**src/rtl/apb_req_bridge.sv**
```systemverilog
// Request/grant data port to APB bridge: one transfer at a time, SETUP then ACCESS,
// with address-window rejection and an optional ACCESS-phase timeout.
module apb_req_bridge #(
    parameter int unsigned                 APB_ADDR_WIDTH = 32,
    parameter int unsigned                 APB_DATA_WIDTH = 32,
    parameter logic [APB_ADDR_WIDTH-1:0]   APB_BASE       = 32'h1A10_0000,
    parameter logic [APB_ADDR_WIDTH-1:0]   APB_END        = 32'h1A11_7FFF,
    parameter int unsigned                 TIMEOUT_CYCLES = 255
) (
    input  logic                      clk,
    input  logic                      rst_n,
    input  logic                      data_req_i,
    output logic                      data_gnt_o,
    input  logic [APB_ADDR_WIDTH-1:0] data_addr_i,
    input  logic                      data_we_i,
    input  logic [APB_DATA_WIDTH-1:0] data_wdata_i,
    output logic                      data_rvalid_o,
    output logic [APB_DATA_WIDTH-1:0] data_rdata_o,
    output logic                      data_err_o,
    output logic [APB_ADDR_WIDTH-1:0] paddr_o,
    output logic [APB_DATA_WIDTH-1:0] pwdata_o,
    output logic                      pwrite_o,
    output logic                      psel_o,
    output logic                      penable_o,
    input  logic [APB_DATA_WIDTH-1:0] prdata_i,
    input  logic                      pready_i,
    input  logic                      pslverr_i
);

    localparam int unsigned     CntW       = (TIMEOUT_CYCLES == 0) ? 1
                                                                   : $clog2(TIMEOUT_CYCLES + 1);
    localparam logic [CntW-1:0] TimeoutVal = CntW'(TIMEOUT_CYCLES);
    localparam bit              TimeoutEn  = (TIMEOUT_CYCLES != 0);

    typedef enum logic [1:0] {StIdle, StSetup, StAccess, StResp} state_e;

    state_e                    state_q;
    logic [CntW-1:0]           cnt_q;
    logic [APB_ADDR_WIDTH-1:0] paddr_q;
    logic [APB_DATA_WIDTH-1:0] pwdata_q;
    logic                      pwrite_q;
    logic                      psel_q;
    logic                      penable_q;
    logic                      rvalid_q;
    logic [APB_DATA_WIDTH-1:0] rdata_q;
    logic                      err_q;

    logic in_range;
    logic timeout_hit;

    assign in_range    = (data_addr_i >= APB_BASE) && (data_addr_i <= APB_END);
    assign timeout_hit = TimeoutEn && (cnt_q == TimeoutVal);
    assign data_gnt_o  = data_req_i && (state_q == StIdle);

    always_ff @(posedge clk or negedge rst_n) begin
        if (!rst_n) begin
            state_q   <= StIdle;
            cnt_q     <= '0;
            paddr_q   <= '0;
            pwdata_q  <= '0;
            pwrite_q  <= 1'b0;
            psel_q    <= 1'b0;
            penable_q <= 1'b0;
            rvalid_q  <= 1'b0;
            rdata_q   <= '0;
            err_q     <= 1'b0;
        end else begin
            case (state_q)
                StIdle: begin
                    if (data_req_i) begin
                        // Out-of-window requests never touch the bus outputs.
                        if (in_range) begin
                            paddr_q  <= data_addr_i;
                            pwdata_q <= data_wdata_i;
                            pwrite_q <= data_we_i;
                            psel_q   <= 1'b1;
                            state_q  <= StSetup;
                        end else begin
                            err_q    <= 1'b1;
                            rdata_q  <= '0;
                            rvalid_q <= 1'b1;
                            state_q  <= StResp;
                        end
                    end
                end
                StSetup: begin
                    penable_q <= 1'b1;
                    cnt_q     <= '0;
                    state_q   <= StAccess;
                end
                StAccess: begin
                    if (pready_i) begin
                        err_q     <= pslverr_i;
                        rdata_q   <= (pwrite_q || pslverr_i) ? '0 : prdata_i;
                        psel_q    <= 1'b0;
                        penable_q <= 1'b0;
                        rvalid_q  <= 1'b1;
                        state_q   <= StResp;
                    end else if (timeout_hit) begin
                        err_q     <= 1'b1;
                        rdata_q   <= '0;
                        psel_q    <= 1'b0;
                        penable_q <= 1'b0;
                        rvalid_q  <= 1'b1;
                        state_q   <= StResp;
                    end else if (cnt_q != {CntW{1'b1}}) begin
                        cnt_q <= cnt_q + CntW'(1);
                    end
                end
                StResp: begin
                    rvalid_q <= 1'b0;
                    state_q  <= StIdle;
                end
                default: state_q <= StIdle;
            endcase
        end
    end

    assign paddr_o       = paddr_q;
    assign pwdata_o      = pwdata_q;
    assign pwrite_o      = pwrite_q;
    assign psel_o        = psel_q;
    assign penable_o     = penable_q;
    assign data_rvalid_o = rvalid_q;
    assign data_rdata_o  = rdata_q;
    assign data_err_o    = err_q;

endmodule

```
**config.mk**
```make
export PLATFORM = sky130hd
export DESIGN_NAME = apb_req_bridge
export DESIGN_NICKNAME = d
export VERILOG_FILES = /design/src/rtl/apb_req_bridge.sv
export SDC_FILE = /design/constraint.sdc
export NUM_CORES = 1
export LEC_CHECK = 0
export BUFFER_PORTS_ARGS = -buffer_cell sky130_fd_sc_hd__buf_2
export CORE_UTILIZATION = 48
export DETAILED_ROUTE_END_ITERATION = 8
export PLACE_DENSITY = 0.81
export SYNTH_ARGS = -nofsm -noshare
export SYNTH_HDL_FRONTEND = slang
export SYNTH_SLANG_ARGS = --single-unit
```
**constraint.sdc**
```tcl
create_clock -name clk -period 2.3 [get_ports clk]
set_input_delay 0.115 -clock clk [delete_from_list [all_inputs] [get_ports clk]]
set_output_delay 0.115 -clock clk [all_outputs]
set_load 0.1 [all_outputs]
```
======== After elaboration in Yosys (flattened, before gate mapping) ========
Index checks and enable logic that the tools add are counted.
Widths: inputs -> output; s select.
storage, ports and cells
  output and inout bits ................... 102
  input bits .............................. 102
  flip-flop bits (word level) ............. 111
  logic and storage cells ................. 67
operators by class
  multiplexer cells ....................... 28
  add/sub/neg operators ................... 1
  equal/unequal tests ..................... 12
  reduce and logical (&&, ||, !) cells .... 14
  magnitude comparators ................... 2
operators with widths
  operator              number
  $mux 32               5
  $pmux 32 s2           1
  $ge 32x29->1 const B  1
  $le 32x29->1 const B  1
  $mux 8                3
  $pmux 8 s2            1
  $reduce_and 4->1      4
  $ne 2x2->1 const B    6
  $mux 1                9
  $add 8x1->8 const B   1
  $eq 8x8->1 const B    1
  $mux 2                4
  $ne 8x8->1 const B    1
  $pmux 2 s4            1
  $pmux 1 s2            3
  $eq 2x2->1 const B    2
  $reduce_and 2->1      2
  $reduce_bool 2->1     2
  $ne 3x3->1 const B    1
  $pmux 1 s3            1
  $reduce_and 3->1      1
  $reduce_bool 3->1     1
  $eq 2x1->1 const B    1
  $logic_and 1x1->1     2
  other kinds (2)       2

======== Depth between registers and ports, before layout ========
Gate-level depths: netlist of the first run.
  depth after elaboration ................. 5
  gate-level depth with buffers ........... 9
  gate-level depth less buffers ........... 7

======== Worst setup path before layout of the first run ========
Ideal clock, no wire load.
  path kind ............................... register to register
  start point ............................. register state_q[0]
  end point ............................... register pwrite_q, in the netlist pwrite_o
  stages on the path, launching flop included .. 9
  buffers on the path ..................... 2
  setup time .............................. 126 ps
  clock period less this slack ............ 2679 ps
  arrival time ............................ 2553 ps
  slack ................................... -379 ps
  path through ............................ dfrtp_1 -> inv_1 -> ha_1 -> and2_1 -> nand4_1 -> nor2_1 -> buf_2 -> buf_2 -> mux2_2
between the ends
  word-level cells in the longest chain between the ends .. 2
RTL lines
  item                        RTL line  source
  from (decl)                 37        state_e state_q;
  from (signal assigned)      57        state_q <= StIdle;
  from (signal assigned)      77        state_q <= StSetup;
  from (signal assigned)      82        state_q <= StResp;
  $logic_not 2->1             68        case (state_q)
  $reduce_and 3->1 (no line)  n/a
  to (signal assigned)        75        pwrite_q <= data_we_i;
  to (decl)                   41        logic pwrite_q;
Every way passes these cells.
A chain may end at the register's enable or synchronous reset.

======== Final worst setup path of the first run ========
  start point ............................. register state_q[0]
  end point ............................... register rdata_q[23], in the netlist data_rdata_o[23]
between the ends
  word-level cells in the longest chain between the ends .. 3
  elaborated cells on any way between the ends .. 8
  those cells by class .................... eq/ne: 4; mux: 1; reduce/logical: 3
RTL lines
  item                                                RTL line  source
  $eq 2x2->1 or $logic_not 2->1 (tied branches)       68
  $ne 3x3->1 (no line), or another cell as far along  n/a
  $reduce_and 4->1 (no line)                          n/a
  to (signal assigned)                                94        rdata_q <= (pwrite_q || pslverr_i) ? '0 : prdata_i;
  to (decl)                                           45        logic [APB_DATA_WIDTH-1:0] rdata_q;
Parallel ways exist; a longest one is shown, timed or not.

==> impl_results.md, run 1 <==
- Rows: 35
- Hold crit path type: in2reg
- DP Worst Slack: 0.221 ns
- Worst R2R End: data_rdata_o[23]$_DFFE_PN0P_
- Setup repair after global routing missed its margin: false
- Worst EP required: 2.58 ns
- Post-synth top area share: 59.0%
- Die Ht: just over 100 microns
- Max_cap viols: 0
- Via count: around 3800
- Routed Antenna Nets: 0
- Final setup violation count: 0
- Post-CTS Resized: 0
- Die width: between 100 and 150 microns
- CTS tree: built
- Vias in the first global route: 3724
- Initial antenna violation count: 1
- Synthesized cell area: 4710 sq um
- Max clock buf depth: 2
- Synth warn: 0
- H-Tree Depth: 3
- Critical Path Start: state_q[0]$_DFFE_PN0P_
- Fraction of registers with async set/reset: 100%
- Depth of the most critical reg-to-reg path: 8
- Total wire length: approximately 12 mm
- Tot GR Track Use: between 20% and 30%
- Synthesized net count: around 450
- Post-synthesis sequential area ratio: 59.0%
- Worst Hold End: data_rdata_o[11]$_DFFE_PN0P_
- Share of layout cells above drive strength 1: 49.2%
- Ports: roughly 200
- Most area-consuming cells after synthesis: dfrtp_1, mux2_2, a21bo_1
- Seq cells post-synth: 111
- Mean Syn Cell Area: 13.6 sq um
- Post-layout nets: 706
- Skew final: 0.0165 ns
- FMAX: around 470 MHz
- Port buffer count: approximately 200
- PD cells: ~940 nW/um^2
- Yosys cell types: 45
- Fin Hold WS: around 0.090 ns
- 1st-iter DRT viols: 157
- Max IR drop VDD: 0.000664 V
- Die footprint: just over 10000 sq um
- Largest net degree at the start of global routing: 67
- Synth Instances: 347
- Router iterations before antenna repair: 4
- Critical path class: reg2reg
- Vias/cell: 5.16
- Min-delay src: prdata_i[11]
- Least-Margin Pin Slew: 0.578 ns
- Fin crit share: 91.8%
- Post-synth EDFFs: 0
- Initial core utilization: 50.3%
- Pins Over Slew Limit: 0
- Worst setup SP type: flop
- Global-route wire length before repair: 18.3 mm
- Post-route DRC: 0
- Clk slew on worst S/H paths: 0.11 ns
- Final Hold Violating Endpoints: 0
- Flop-to-flop setup slack: 0.19 ns
- Top FF cell, synth: dfrtp_1
- Max-slew headroom: 61.0%
- Clock buffer count from CTS: 9
- CTS Sinks: 111
- CP Max Fanout: 32
- Critical Path AT: 2.40 ns
- Routed len/inst: 16.8 microns
- Static leakage: between 3 and 4 nW
- Outcome: finished, final reports clean
- GR Overflow Total: 0
- Dpl hpwl: 7.82 mm
- Clk_lat worst skew: 0.36 ns
- Syn-to-layout area delta: 38.3%
- Period minus WS final: 2.11 ns
- Setup Total Neg Slack: 0 ns
- Final Wtd Congestion: 0.857
- Worst r2r src: state_q[0]$_DFFE_PN0P_
- Core ar.: between 9000 and 10000 sq um
- Clk root buf: clkbuf_8
- Fin worst setup slack: around 0.19 ns
- Type of destination of the critical path: flop
- Area leader, netlist: dfrtp_1
- Hold depth: 3
layout by cell type, fill, tap and decap left out, types with 4 or more instances in the layout:
cell / n
nand4_1: 34
dfrtp_1: 111
a21bo_1: 30
nor2_1: 12
dlygate4sd3_1: 51
clkbuf_8: 11
nor2b_1: 11
ha_1: 5
buf_4: 7
buf_2: 202
nand2_1: 9
o21ai_0: 12
inv_1: 5
nand3_1: 4
or2_2: 6
a21oi_1: 7
mux2_2: 50
cell usage after synthesis (2+ instances only):
cell type,count
o21ai_0,12
buf_2,6
a31oi_1,2
a21bo_2,2
clkbuf_8,5
nor2_1,14
or2_2,6
buf_6,6
dfrtp_1,111
nand4_1,34
clkbuf_1,2
nand2_1,9
ha_1,5
nor2b_1,11
a21oi_1,7
inv_1,5
a21bo_1,30
nand3_1,4
mux2_2,50
registers in the layout (all words and copies together) (netlist names):
name           cells
pwdata_o          32
paddr_o           32
pwrite_o           1
data_rvalid_o      1
cnt_q              8
penable_o          1
data_rdata_o      32
state_q            2
psel_o             1
data_err_o         1
stage by stage:
stage                     power, mW  std cells  utilization [%]  area [sq um]
after global routing           6.41        734             69.5          6510
after detailed placement       4.94        666             61.9          5800
after global placement         4.88        666             61.9          5800
after CTS                      6.16        732             69.4          6500
after floorplan                4.54        347                -          4710
final                          6.13        734             69.5          6510
cells by family after synthesis:
| kind of cell | synth area share [%] |
|---|---|
| AOI/OAI and AO/OA | 10.9 |
| xor gates and xnor gates | 0.372 |
| DFF | 59.0 |
| and+or+nand+nor | 11.5 |
| adders and majority gates | 1.33 |
| muxes | 12.5 |
| buffers and inverters | 4.41 |
power breakdown:
part | total (mW) | internal, mW | switching [mW]
clock | 1.15 | 0.476 | 0.679
combinational | 2.68 | 0.562 | 2.12
sequential | 2.30 | 2.16 | 0.138
worst max-delay path: stages (launching register included):
cell and delay, ns:
dfrtp_1 0.43, inv_1 0.09, ha_1 0.32, nand2_1 0.15
or2_2 0.31, nor2_2 0.08, buf_4 0.31, nand4_1 0.15
a21bo_1 0.20
cell type report:
type                            instances  area (sq um)
Sequential cell                       111          2780
Fill cell                             664          2860
Antenna cell                            1          2.50
Inverter                                5          18.8
Multi-Input combinational cell        210          1740
Clock inverter                          5          50.0
Timing Repair Buffer                  262          1610
Clock buffer                           11           151
Tap cell                              129           161
worst max path at each step:
stage                                         to  slack (ns)  cells past startpoint
floorplan                   pwrite_o$_DFFE_PN0P_        0.12                      8
global placement    data_rdata_o[26]$_DFFE_PN0P_        0.32                      8
detailed placement  data_rdata_o[23]$_DFFE_PN0P_        0.22                      8
CTS                 data_rdata_o[23]$_DFFE_PN0P_        0.18                      8
global route        data_rdata_o[23]$_DFFE_PN0P_        0.05                      8
finish              data_rdata_o[23]$_DFFE_PN0P_        0.19                      8
layer usage:
metal	GRT usage, %	share of wire [%]
met1	26.7	37
met3	4.44	5.1
met5	0	0
met4	9.48	2.8
met2	42.4	55
what timing repair did:
item | in CTS | in global routing
hold buffers | 50 | 1
endpoints found under the hold margin | 89 | 1
endpoints found under the setup margin | 0 | 0
buffers inserted | 0 | 0
No activity file was read; power rests on OpenSTA's default activity.
==> run 2: changes to the inputs <==
Settings changed: ABC_AREA set to 1, CORE_UTILIZATION 48 to 49, PLACE_DENSITY 0.81 to 0.8.
==> run 2 against run 1 <==
Die area up 8.0%. Routed wire length up 9.4%. Maximum frequency down 0.56%. Global-route usage up 1.8 points. Via count up 33%. Highest routed layer unchanged. Power up 54%.
==> impl_results.md, run 2 <==
- Die Ht: 105 microns (+3.9%)
- Combinational fraction of design power: 59.7% (+16 points)
- Synth Instances: 642 (+85%)
- Initial core utilization: 50.4% (+0.10 points)
- Global-route wire length before repair: 22.3 mm (+22%)
- Vias in the first global route: 4737 (+27%)
- Int Pwr: 3.73 mW (+16%)
- # Post-CTS Setup Buffers: 0 (unchanged)
- Max IR drop VDD: 0.00100 V (+51%)
- Pins Over Slew Limit: 0 (unchanged)
- Post-synth EDFFs: 0 (unchanged)
- Final setup violation count: 0 (unchanged)
- CP Max Fanout: 35 (+9.4%)
- Ports: 204 (unchanged)
- Fin crit share: 92.3% (+0.51 points)
- Post-synth top area share: 53.4% (-5.6 points)
- Synth warn: 0 (unchanged)
- GR Overflow Total: 0 (unchanged)
- Core ar.: 10300 sq um (+10%)
- Period minus WS final: 2.12 ns (+0.0118 ns)
- Initial antenna violation count: 0 (-1)
- Via count: 5044 (+33%)
- FMAX: 471 MHz (-0.56%)
- Least-Margin Pin Slew: 0.574 ns (-0.00394 ns)
- Max clock buf depth: 2 (unchanged)
- Clk root buf: clkbuf_8
- Router iterations before antenna repair: 5 (+1)
- Setup repair after global routing missed its margin: false
- CTS Sinks: 111 (unchanged)
- Synthesized net count: 749 (+65%)
- Setup Total Neg Slack: 0 ns (unchanged)
- Routed len/inst: 13.3 microns (-21%)
- Clk_lat worst skew: 0.36 ns (about the same)
- Worst EP required: 2.18 ns (-0.40 ns)
- 1st-iter DRT viols: 344 (+120%)
- Final Hold Violating Endpoints: 0 (unchanged)
- Leading cell type in the layout, fill and taps excluded: nand2_1
- Most frequent cells in the layout: nand2_1, buf_2, dfrtp_1
- Routed Antenna Nets: 0 (unchanged)
- Critical Path AT: 2.01 ns (-0.39 ns)
- Share of layout cells above drive strength 1: 28.1% (-21 points)
- Post-layout nets: 979 (+39%)
- Area leader, netlist: dfrtp_1
- Worst setup SP type: flop
- Type of destination of the critical path: output port
- Critical path class: reg2out
- Final Wtd Congestion: 0.837 (-2.4%)
- Die footprint: 11000 sq um (+8.0%)
- Post-DP Area: 6290 sq um (+8.5%)
- Top-count cell post-synth: nand2_1
- Fraction of registers with async set/reset: 100% (unchanged)
- Clock buffer count from CTS: 9 (unchanged)
- Dpl hpwl: 8.80 mm (+13%)
- Post-synthesis sequential area ratio: 53.4% (-5.6 points)
- Largest net degree at the start of global routing: 66 (-1.5%)
- Final Util: 66.5% (-3.0 points)
- Switching share of power: 60.7% (+13 points)
- Design Area, Final: 6870 sq um (+5.5%)
- Top FF cell, synth: dfrtp_1
- Static leakage: 4.24 nW (+11%)
- Seq cells post-synth: 111 (unchanged)
- Die width: 105 microns (+3.9%)
- Hold crit path type: in2reg
- Synthesized cell area: 5200 sq um (+10%)
- PD cells: 1380 nW/um^2 (+46%)
- Clk slew on worst S/H paths: 0.10 ns (about the same)
- Post-route DRC: 0 (unchanged)
- Syn-to-layout area delta: 32.1%
- Max_cap viols: 0 (unchanged)
- Yosys cell types: 29 (-36%)
- H-Tree Depth: 3 (unchanged)
- Synth top cells by count: nand2_1, dfrtp_1, inv_1
- Tot GR Track Use: 25.1% (+1.8 points)
- Clock Power Share: 11.7% (-7.1 points)
- Most area-consuming cells after synthesis: dfrtp_1, nand2_1, nand4_1
- CTS tree: built
- NetSw: 5.75 mW (+96%)
- Total wire length: 13.5 mm (+9.4%)
- Port buffer count: 203 (unchanged)
- Mean Syn Cell Area: 8.10 sq um (-40%)
- Vias/cell: 4.98 (-3.6%)
- # diodes: 0 (-1)
- Outcome: finished, final reports clean
- Part of the power in registers: 28.6% (-8.9 points)
- Rows: 37 (+5.7%)
- Skew final: 0.0146 ns (-0.00190 ns)
- Max-slew headroom: 61.7% (+0.75 points)
==> run 2: cells by family (layout without fill, tap and decap cells) <==
group / count (synthesis) / after routing / synth area share, %
simple gates: 397 / 397 / 33.5
xor+xnor: 4 / 4 / 0.674
flops: 111 / 111 / 53.4
buf+inv: 115 / 350 / 9.99
compound gates: 10 / 10 / 1.16
fa+ha+maj: 5 / 5 / 1.20
==> run 2: cell type report <==
| type | count | area, sq um |
|---|---|---|
| clock buffers | 10 | 128 |
| clock inverters | 6 | 55.1 |
| repair buffers | 256 | 1540 |
| fillers | 846 | 3450 |
| well taps | 136 | 170 |
| flip-flops and latches | 111 | 2780 |
| inverters | 78 | 293 |
| multi-input cells | 416 | 1900 |
==> run 2: worst max-delay path: stages (launching register included) <==
cell and delay (ns):
dfrtp_1 0.42, inv_1 0.11, ha_2 0.28, buf_4 0.37
nand2_1 0.08, inv_1 0.06, clkbuf_4 0.32
==> run 2: final timing paths <==
path	cells after the start	slack, ns	startpoint	endpoint
min reg2reg	2	0.47	paddr_o[25]$_DFFE_PN0P_	paddr_o[25]$_DFFE_PN0P_
min	3	0.02	data_addr_i[10]	paddr_o[10]$_DFFE_PN0P_
max	6	0.18	state_q[0]$_DFFE_PN0P_	data_gnt_o
min in group asynchronous	2	0.29	rst_n	data_rdata_o[5]$_DFFE_PN0P_
max reg2reg	10	0.36	state_q[0]$_DFFE_PN0P_	data_rdata_o[15]$_DFFE_PN0P_
max in group asynchronous	3	1.26	rst_n	pwdata_o[4]$_DFFE_PN0P_
==> run 2: power groups by stage <==
stage               Sequential, mW  Combinational [mW]  Clock, mW
floorplan                     6.01                1.38          0
global placement              2.73                5.55          0
detailed placement            2.73                5.60          0
CTS                           2.71                5.64       1.13
global route                  2.77                5.94       1.22
finish                        2.71                5.66       1.10
==> run 2: layer usage <==
layer	global-route usage, %	up-vias	routed length, microns	part of all wire (%)
li1	-	2456	-	-
met1	32.5	2327	5580	41
met2	41.1	242	6570	49
met3	6.92	19	1150	8.5
met4	7.75	0	172	1.3
met5	0	-	0	0
==> run 2: timing repair <==
action	4_1_cts	5_1_grt
gates resized for setup	0	1
hold endpoints to repair	78	2
endpoints found under the setup margin	0	1
hold buffers	37	2
==> run 2: through the flow <==
stage                     instances  hold slack, ns  power (mW)  setup slack [ns]
final                          1013          0.0165        9.47             0.176
after global routing           1013        0.000434        9.93            0.0190
after CTS                      1011        0.000189        9.48            0.0756
after detailed placement        958           0.157        8.33             0.391
after global placement          958           0.159        8.28             0.469
after floorplan                 642          -0.181        7.40             0.278
==> run 3: changes to the inputs <==
--- a/config.mk
+++ b/config.mk
@@ -11,4 +11,5 @@
 export DETAILED_ROUTE_END_ITERATION = 8
 export PLACE_DENSITY = 0.8
+export RECOVER_POWER = 25
 export SYNTH_ARGS = -nofsm -noshare
 export SYNTH_HDL_FRONTEND = slang
==> constraint.sdc (replaced) <==
create_clock -name clk -period 2.3 [get_ports clk]
set_input_delay 0.23 -clock clk [delete_from_list [all_inputs] [get_ports clk]]
set_output_delay 0.23 -clock clk [all_outputs]
set_load 0.1 [all_outputs]
==> run 3 against run 2 <==
Sequential share of layout area grew 2.3 points. Non-clock buffer count is 40 lower. Die area unchanged. Clock power up 5%. Largest power group unchanged.
==> impl_results.md, run 3 (synthesis results as in run 2) <==
- Outcome: finished, final reports clean
- Period minus WS final: 1.95 ns (-0.177 ns)
- Vias/cell: 4.86 (-2.4%)
- Worst r2r src: cnt_q[3]$_DFFE_PN0P_
- Syn-to-layout area delta: 25.1%
- Clk_lat worst skew: 0.37 ns (about the same)
- Max-slew headroom: 27.4% (-34 points)
- Hold crit path type: in2reg
- Setup repair after global routing missed its margin: false
- Die Ht: 105 microns (unchanged)
- Total wire length: 12.3 mm (-8.7%)
- Router iterations before antenna repair: 4 (-1)
- Fillers: 928 (+9.7%)
- Clk slew on worst S/H paths: 0.12 ns (+0.02 ns)
- Worst Hold End: paddr_o[5]$_DFFE_PN0P_
- Global-route wire length before repair: 20.6 mm (-7.3%)
- Initial antenna violation count: 0 (unchanged)
- Setup Total Neg Slack: 0 ns (unchanged)
- Vias in the first global route: 4355 (-8.1%)
- Worst setup SP type: flop
- Flop-to-flop setup slack: 0.42 ns (+0.06 ns)
- CTS Sinks: 111 (unchanged)
- 1st-iter DRT viols: 230 (-33%)
- Routed len/inst: 12.6 microns (-5.0%)
- CTS tree: built
- H-Tree Depth: 3 (unchanged)
- Max IR drop VDD: 0.000892 V (-11%)
- PD cells: 1450 nW/um^2 (+5.3%)
- CP Max Fanout: 7 (-80%)
- Share of layout cells above drive strength 1: 29.3% (+1.2 points)
- Final setup violation count: 0 (unchanged)
- Port buffer count: 203 (unchanged)
- Type of destination of the critical path: output port
- Die width: 105 microns (unchanged)
- Skew final: 0.0175 ns (+0.00295 ns)
- Max clock buf depth: 2 (unchanged)
- Worst R2R End: data_rdata_o[7]$_DFFE_PN0P_
- Most frequent cells in the layout: nand2_1, buf_2, dfrtp_1
- Worst EP required: 2.07 ns (-0.11 ns)
- Footprint of the multi-input gates: 1900 sq um (unchanged)
- Design Area, Final: 6500 sq um (-5.3%)
- Post-route DRC: 0 (unchanged)
- Initial core utilization: 50.4% (unchanged)
- FMAX: 514 MHz (+9.1%)
- Largest net degree at the start of global routing: 66 (unchanged)
- Clock buffer count from CTS: 9 (unchanged)
- Min-delay src: data_addr_i[5]
- Via count: 4728 (-6.3%)
- Dpl hpwl: 8.70 mm (-1.1%)
- Sequential standard cell area: 2780 sq um (unchanged)
- Rows: 37 (unchanged)
- Final Wtd Congestion: 0.843 (+0.74%)
- GR Overflow Total: 0 (unchanged)
- Slowest Stage Delay on Critical Path: 0.43 ns (about the same)
- Static leakage: 4.08 nW (-3.7%)
- Depth of the most critical reg-to-reg path: 11 (+1)
- Leading cell type in the layout, fill and taps excluded: nand2_1
- Die footprint: 11000 sq um (unchanged)
- Core ar.: 10300 sq um (unchanged)
- Clk root buf: clkbuf_8
- Least-Margin Pin Slew: 1.09 ns (+0.515 ns)
- Post-layout nets: 939 (-4.1%)
- Routed Antenna Nets: 0 (unchanged)
- Most used cell, CP: inv_1
- Fin crit share: 84.7% (-7.7 points)
- Critical path class: reg2out
- Max_cap viols: 0 (unchanged)
- Ports: 204 (unchanged)
- Post-DP Area: 6300 sq um (+0.16%)
- Critical Path AT: 1.72 ns (-0.29 ns)
- Tot GR Track Use: 23.3% (-1.8 points)
- Post-CTS Resized: 0 (unchanged)
- Final Hold Violating Endpoints: 0 (unchanged)
- Pins Over Slew Limit: 0 (unchanged)
- # diodes: 0 (unchanged)
- Hold depth: 3 (unchanged)
- Critical-path cell with the highest stage delay: dfrtp_1
- CP cell instances: inv_1 -> ha_2 -> nand2_1 -> inv_1 -> buf_2
==> run 3: cell count changes in the layout (fill, tap and decap cells not counted), sizes merged <==
cell         previous run  this run
clkinv                  2         0
buf                   216       214
dlygate4sd3            39         1
inv                    81        83
==> run 3: how the worst max path moves through the flow <==
stage               slack, ns                      endpoint                    from
detailed placement       0.42   data_rdata_o[7]$_DFFE_PN0P_    cnt_q[3]$_DFFE_PN0P_
finish                   0.35                    data_gnt_o  state_q[1]$_DFFE_PN0P_
floorplan                0.16                    data_gnt_o  state_q[0]$_DFFE_PN0P_
CTS                      0.31                    data_gnt_o  state_q[1]$_DFFE_PN0P_
global placement         0.46   data_rdata_o[7]$_DFFE_PN0P_    cnt_q[3]$_DFFE_PN0P_
global route             0.18  data_rdata_o[29]$_DFFE_PN0P_    cnt_q[3]$_DFFE_PN0P_
==> run 3: where the power goes <==
group	switching, mW	total, mW	internal (mW)
Combinational	4.74	5.59	0.851
Sequential	0.263	2.69	2.43
Clock	0.707	1.16	0.452
Total	5.71	9.45	3.73
==> run 3: area by class of cell <==
cell class / count / area share [%]
Sequential cell: 111 / 42.7
Timing Repair Buffer: 216 / 17.9
Clock buffer: 10 / 2.12
Clock inverter: 6 / 0.866
Inverter: 78 / 4.50
Tap cell: 136 / 2.62
Multi-Input combinational cell: 416 / 29.3
==> run 3: repair_timing <==
item,CTS,global route
hold buffers,1,0
hold endpoints to repair,40,0
endpoints found under the setup margin,0,0
buffers inserted,0,0
==> run 3: metal layers <==
layer | global-route usage, % | vias up | wire length (microns)
met5 | 0 | - | 0
met4 | 6.04 | 0 | 180
met3 | 6.86 | 17 | 1130
met2 | 38.2 | 214 | 5650
met1 | 30.4 | 2126 | 5330
li1 | - | 2371 | -
==> run 3: critical path: cells and delay by family, from the launching register on <==
| family | cells | cell delay, ns |
|---|---|---|
| buffers and inverters | 3 | 0.57 |
| adder cells (fa/ha/maj) | 1 | 0.28 |
| AND/OR/NAND/NOR | 1 | 0.07 |
| flip-flops | 1 | 0.43 |
==> run 3: through the flow <==
stage	instances	power, mW	setup slack (ns)	hold WS, ns	utilization [%]
3_5_place_dp	956	8.36	0.422	0.264	61.1
3_3_place_gp	956	8.32	0.462	0.268	61.1
5_1_grt	973	9.92	0.177	0.0772	63.0
6_report	973	9.45	0.353	0.0893	63.0
2_1_floorplan	642	7.40	0.163	-0.0656	-
4_1_cts	973	9.52	0.308	0.0831	63.0
